<file path="config.mk">
export PLATFORM = sky130hd
export DESIGN_NAME = exp_scheduler
export DESIGN_NICKNAME = d
export VERILOG_FILES = /design/src/rtl/exp_sched_pkg.sv /design/src/rtl/rr_arbiter.sv /design/src/rtl/exp_scheduler.sv
export SDC_FILE = /design/constraint.sdc
export NUM_CORES = 1
export LEC_CHECK = 0
export CORE_AREA = 5 5 95 97
export DETAILED_ROUTE_END_ITERATION = 6
export DIE_AREA = 0 0 100 102
export PLACE_DENSITY = 0.77
export SLEW_MARGIN = 5
export SYNTH_ARGS = -nofsm -noshare
export SYNTH_HDL_FRONTEND = slang
export SYNTH_SLANG_ARGS = --single-unit
</file>
<file path="constraint.sdc">
create_clock -name clk -period 2.9 [get_ports clk]
set_input_delay 0.725 -clock clk [delete_from_list [all_inputs] [get_ports clk]]
set_output_delay 0.725 -clock clk [all_outputs]
set_load 0.1 [all_outputs]
</file>
<file path="src/rtl/exp_sched_pkg.sv">
`default_nettype none
// ============================================================================
// Package : exp_sched_pkg
// Brief   : Shared types and widths for the exponential-engine scheduler.
// Rev     : 1.0  initial release
// ============================================================================
package exp_sched_pkg;

  localparam int IW         = 2;
  localparam int FW         = 16;
  localparam int XW_DEFAULT = 16;

  typedef enum logic [1:0] {
    S_IDLE  = 2'd0,
    S_ISSUE = 2'd1,
    S_WAIT  = 2'd2,
    S_RESP  = 2'd3
  } state_t;

endpackage
`default_nettype wire

</file>
<file path="src/rtl/rr_arbiter.sv">
`default_nettype none
// ============================================================================
// Module : rr_arbiter
// Brief  : Combinational round-robin pick: first requester at or after ptr.
// Rev    : 1.0  initial release
// ============================================================================
module rr_arbiter #(
  parameter int NREQ = 4
) (
  input  logic [NREQ-1:0]         req,
  input  logic [$clog2(NREQ)-1:0] ptr,
  output logic [$clog2(NREQ)-1:0] grant,
  output logic                    any
);

  localparam int IDW = $clog2(NREQ);

  function automatic logic [IDW-1:0] rot(input logic [IDW-1:0] p, input int k);
    return IDW'((int'(p) + k) % NREQ);
  endfunction

  // Scan from the farthest offset down so the nearest pending requester wins.
  always_comb begin
    grant = '0;
    any   = 1'b0;
    for (int k = NREQ - 1; k >= 0; k--) begin
      if (req[rot(ptr, k)]) begin
        grant = rot(ptr, k);
        any   = 1'b1;
      end
    end
  end

endmodule
`default_nettype wire

</file>
<file path="src/rtl/exp_scheduler.sv">
`default_nettype none
// ============================================================================
// Module : exp_scheduler
// Brief  : Round-robin sharing of one exponential engine among NREQ clients.
// Rev    : 1.0  initial release
// ============================================================================
module exp_scheduler
  import exp_sched_pkg::*;
#(
  parameter int NREQ    = 4,
  parameter int XW      = XW_DEFAULT,
  parameter int TIMEOUT = 64
) (
  input  logic                    clk,
  input  logic                    rst,
  input  logic [NREQ-1:0]         req,
  input  logic [NREQ*XW-1:0]      x_in,
  output logic [NREQ-1:0]         ack,
  output logic                    rsp_valid,
  output logic [$clog2(NREQ)-1:0] rsp_id,
  output logic [IW-1:0]           rsp_int,
  output logic [FW-1:0]           rsp_frac,
  output logic                    rsp_err,
  output logic                    busy,
  output logic                    eng_start,
  output logic [XW-1:0]           eng_x,
  input  logic                    eng_done,
  input  logic [IW-1:0]           eng_int,
  input  logic [FW-1:0]           eng_frac
);

  localparam int              IDW       = $clog2(NREQ);
  localparam int              WDW       = $clog2(TIMEOUT + 1);
  localparam logic [WDW-1:0]  C_WD_LAST = WDW'(TIMEOUT - 1);
  localparam logic [IDW-1:0]  C_LAST_ID = IDW'(NREQ - 1);

  state_t         r_state;
  logic [IDW-1:0] r_ptr;
  logic [IDW-1:0] r_grant;
  logic [WDW-1:0] r_wd;
  logic           r_done_q;

  logic [IDW-1:0] w_grant;
  logic           w_any;
  logic [NREQ-1:0] w_ack;
  logic [XW-1:0]  w_x;
  logic           w_done_rise;

  rr_arbiter #(.NREQ(NREQ)) u_arb (
    .req   (req),
    .ptr   (r_ptr),
    .grant (w_grant),
    .any   (w_any)
  );

  always_comb begin
    w_ack = '0;
    w_x   = '0;
    for (int i = 0; i < NREQ; i++) begin
      if (w_grant == IDW'(i)) begin
        w_ack[i] = 1'b1;
        w_x      = x_in[i*XW +: XW];
      end
    end
  end

  // A done level left over from an earlier operation must not complete this one.
  assign w_done_rise = eng_done & ~r_done_q;

  always_ff @(posedge clk or negedge rst) begin
    if (!rst) begin
      r_state   <= S_IDLE;
      r_ptr     <= '0;
      r_grant   <= '0;
      r_wd      <= '0;
      r_done_q  <= 1'b0;
      ack       <= '0;
      rsp_valid <= 1'b0;
      rsp_id    <= '0;
      rsp_int   <= '0;
      rsp_frac  <= '0;
      rsp_err   <= 1'b0;
      busy      <= 1'b0;
      eng_start <= 1'b0;
      eng_x     <= '0;
    end else begin
      r_done_q  <= eng_done;
      ack       <= '0;
      eng_start <= 1'b0;
      rsp_valid <= 1'b0;
      case (r_state)
        S_IDLE: begin
          if (w_any) begin
            r_grant   <= w_grant;
            eng_x     <= w_x;
            ack       <= w_ack;
            eng_start <= 1'b1;
            busy      <= 1'b1;
            r_state   <= S_ISSUE;
          end
        end
        S_ISSUE: begin
          r_wd    <= '0;
          r_state <= S_WAIT;
        end
        S_WAIT: begin
          if (w_done_rise) begin
            rsp_int   <= eng_int;
            rsp_frac  <= eng_frac;
            rsp_err   <= 1'b0;
            rsp_id    <= r_grant;
            rsp_valid <= 1'b1;
            r_state   <= S_RESP;
          end else if (r_wd == C_WD_LAST) begin
            rsp_int   <= '0;
            rsp_frac  <= '0;
            rsp_err   <= 1'b1;
            rsp_id    <= r_grant;
            rsp_valid <= 1'b1;
            r_state   <= S_RESP;
          end else begin
            r_wd <= r_wd + WDW'(1);
          end
        end
        S_RESP: begin
          r_ptr   <= (r_grant == C_LAST_ID) ? '0 : r_grant + IDW'(1);
          busy    <= 1'b0;
          r_state <= S_IDLE;
        end
        default: r_state <= S_IDLE;
      endcase
    end
  end

endmodule
`default_nettype wire

</file>
==> results.py <==
metrics = {
    "outcome": {
        "status": "complete, no violations",
    },
    "critical_path": {
        "worstPathMaxFanout": 11,
        "worst-path-buf-inv": 1,
        "start_kind": "input port",
        "cp_data_required_time_ns": 3.06,
        "cp-end-kind": "flop",
        "cp.arrival_ns": 2.58,
        "r2r_cells": 5,
        "critPathMaxStageDelay_ns": 0.63,
        "r2r_end": "eng_x[10]",
        "cp_cell_sequence": "clkdlybuf4s50_1, mux2i_1, o22ai_1, a31oi_1, nor2_1, a22oi_1",
        "path_delay_family": "buffers and inverters",
        "reg2reg_slack_ns": 0.96,
        "r2r_start": "r_ptr[1]",
        "crit_type": "input port to flop",
        "slowest_stage": "clkdlybuf4s50_1",
    },
    "cells_and_area": {
        "drive_gt1_frac": 0.196,
        "n_antenna_cell": 0,
        "fin_nets": 479,
        "final_common_cell": "clkdlybuf4s50_1",
        "final_cell_mix": "clkdlybuf4s50_1 (87), dfrtp_1 (58), buf_4 (52)",
        "area_growth_pct": 54.0,
    },
    "sta": {
        "tns_ns": 0,
        "finalCriticalPeriod_ns": 2.42,
        "max_freq_mhz": 414,
        "rsz0062_at_grt": "false",
        "setup_violations": 0,
        "final_max_slew_viol_count": 0,
        "hold_viol": 0,
        "slew_headroom": 0.491,
        "period_share": 0.834,
        "tightest_slew_ns": 0.761,
        "fin_skew_ns": 0.00674,
    },
    "cts": {
        "cts_max_level": 3,
        "clk_path_buf_depth": 2,
        "clk_latency_ns": 0.33,
        "clkTransAtPathRegs_ns": 0.06,
        "cts.sinks": 58,
        "post_cts_resize_count": 0,
        "cts-hold-fix-buffers": 0,
        "cts_tree": "built",
        "cts_buffers": 9,
        "post_cts_buffers": 0,
        "root_buffer": "clkbuf_8",
    },
    "global_route": {
        "grt_usage": 0.164,
        "overflow": 0,
        "first_global_vias": 2800,
        "grt_max_degree": 24,
        "antenna_found_initial": 0,
        "grt_pass1_wl_um": 13200,
    },
    "floorplanning": {
        "start_util": 0.343,
        "io_pins": 133,
        "die_x_um": 100,
        "die_y_um": 102,
        "coreArea_mm2": 0.00805,
        "rows": 33,
        "die_area_mm2": 0.0102,
    },
    "drt": {
        "route.detailed.drc": 0,
        "ant_nets": 0,
        "drt_iter0_drc": 48,
        "wl_per_cell_um": 16.7,
        "finalWirelength_um": 8210,
        "viasPerCell": 5.09,
        "vias": 2511,
        "drtPass1Iterations": 4,
    },
    "place": {
        "place.gp.congestion": 0.784,
        "place_hpwl_um": 6550,
        "io_buffers": 132,
    },
    "logic_synthesis": {
        "syn-instance-count": 247,
        "avgSynthCellArea_um2": 11.2,
        "yosysSeqAreaShare": 0.526,
        "yosysUniqueCellTypes": 40,
        "yosysWarnings": 0,
        "synth_seq_cells": 58,
        "synth_nets": 342,
        "syn_area_mm2": 0.00276,
    },
    "flow_run": {
        "max-cap-violations": 0,
    },
    "hold_path": {
        "min_path_type": "input port to async pin",
    },
}
-- per-stage QoR --
stage	hold WS (ns)	worst slack, ns	std cells	utilization	cell area (µm²)
after global routing	0.396	0.433	493	0.528	4250
after detailed placement	0.486	0.174	478	0.503	4050
after floorplan	0.429	1.15	247	-	2760
after CTS	0.363	0.525	493	0.528	4250
final	0.351	0.482	493	0.528	4250
after global placement	0.481	0.296	478	0.503	4050
-- worst reg2reg max path, stage by stage, from the launching register on --
cell and delay [ns]:
dfrtp_1 0.55, mux2i_1 0.14, o22ai_1 0.16, a31oi_1 0.08
nor2_1 0.62, a22oi_1 0.23
-- synthesized netlist by cell type, drive strengths merged --
cell type / n / share of area
nor3: 1 / 0.0018
a221oi: 6 / 0.019
and2: 2 / 0.0045
and3: 1 / 0.0023
o221ai: 11 / 0.035
dfrtp: 58 / 0.53
mux2i: 19 / 0.069
nand2b: 2 / 0.0045
a31oi: 2 / 0.0045
o311a: 1 / 0.0041
a22oi: 10 / 0.027
nor2b: 1 / 0.0023
clkbuf: 2 / 0.0027
a21boi: 1 / 0.0027
a21o: 1 / 0.0027
nand2: 32 / 0.043
o211ai: 1 / 0.0027
o221a: 1 / 0.0041
o22a: 1 / 0.0032
nor2: 17 / 0.023
a21oi: 5 / 0.010
xor2: 3 / 0.0095
or2: 1 / 0.0023
o211a: 1 / 0.0036
o2bb2a: 1 / 0.0072
o22ai: 7 / 0.016
a22o: 18 / 0.057
ha: 6 / 0.027
inv: 10 / 0.014
nand4: 2 / 0.0045
nand3: 2 / 0.0036
buf: 12 / 0.039
mux2: 2 / 0.0082
o21ai: 7 / 0.014
-- flip-flops by register name, indices dropped and copies added (netlist names), 2 cells and up --
name and flops:
ack 4, eng_x 16, r_grant 2, r_ptr 2, r_state 2, r_wd 7
rsp_frac 16, rsp_id 2, rsp_int 2
-- worst max path at each step --
| stage | start | endpoint | cells after the start |
|---|---|---|---|
| floorplan | req[2] | eng_x[10] | 7 |
| global placement | req[0] | eng_x[7] | 6 |
| detailed placement | req[0] | eng_x[10] | 6 |
| CTS | req[0] | eng_x[10] | 6 |
| global route | req[0] | eng_x[10] | 6 |
| finish | req[0] | eng_x[10] | 6 |
-- kinds of logic after synthesis --
family,after synthesis,share of synthesized area
xor gates and xnor gates,3,0.00952
muxes,21,0.0770
and+or+nand+nor,61,0.0924
DFF,58,0.526
AOI/OAI and AO/OA,74,0.213
buffers and inverters,24,0.0548
adders and majority gates,6,0.0272
-- area by class of cell --
cell class / count / area [µm²]
clock buffer: 13 / 169
clock inverter: 2 / 35.0
fill: 695 / 3800
inverter: 10 / 37.5
multi-input combinational: 165 / 1160
sequential: 58 / 1450
tap: 105 / 131
timing repair buffer: 140 / 1270
-- routing by layer --
layer | track usage | wire (µm) | up-vias
met4 | 0.0725 | 165 | 0
met5 | 0 | 0 | -
met3 | 0.0662 | 918 | 16
met1 | 0.180 | 3140 | 1185
met2 | 0.282 | 3990 | 125
li1 | - | - | 1185
Power is not shown: default switching activity piles up to over one toggle a cycle in this logic, so the estimate is an artifact.
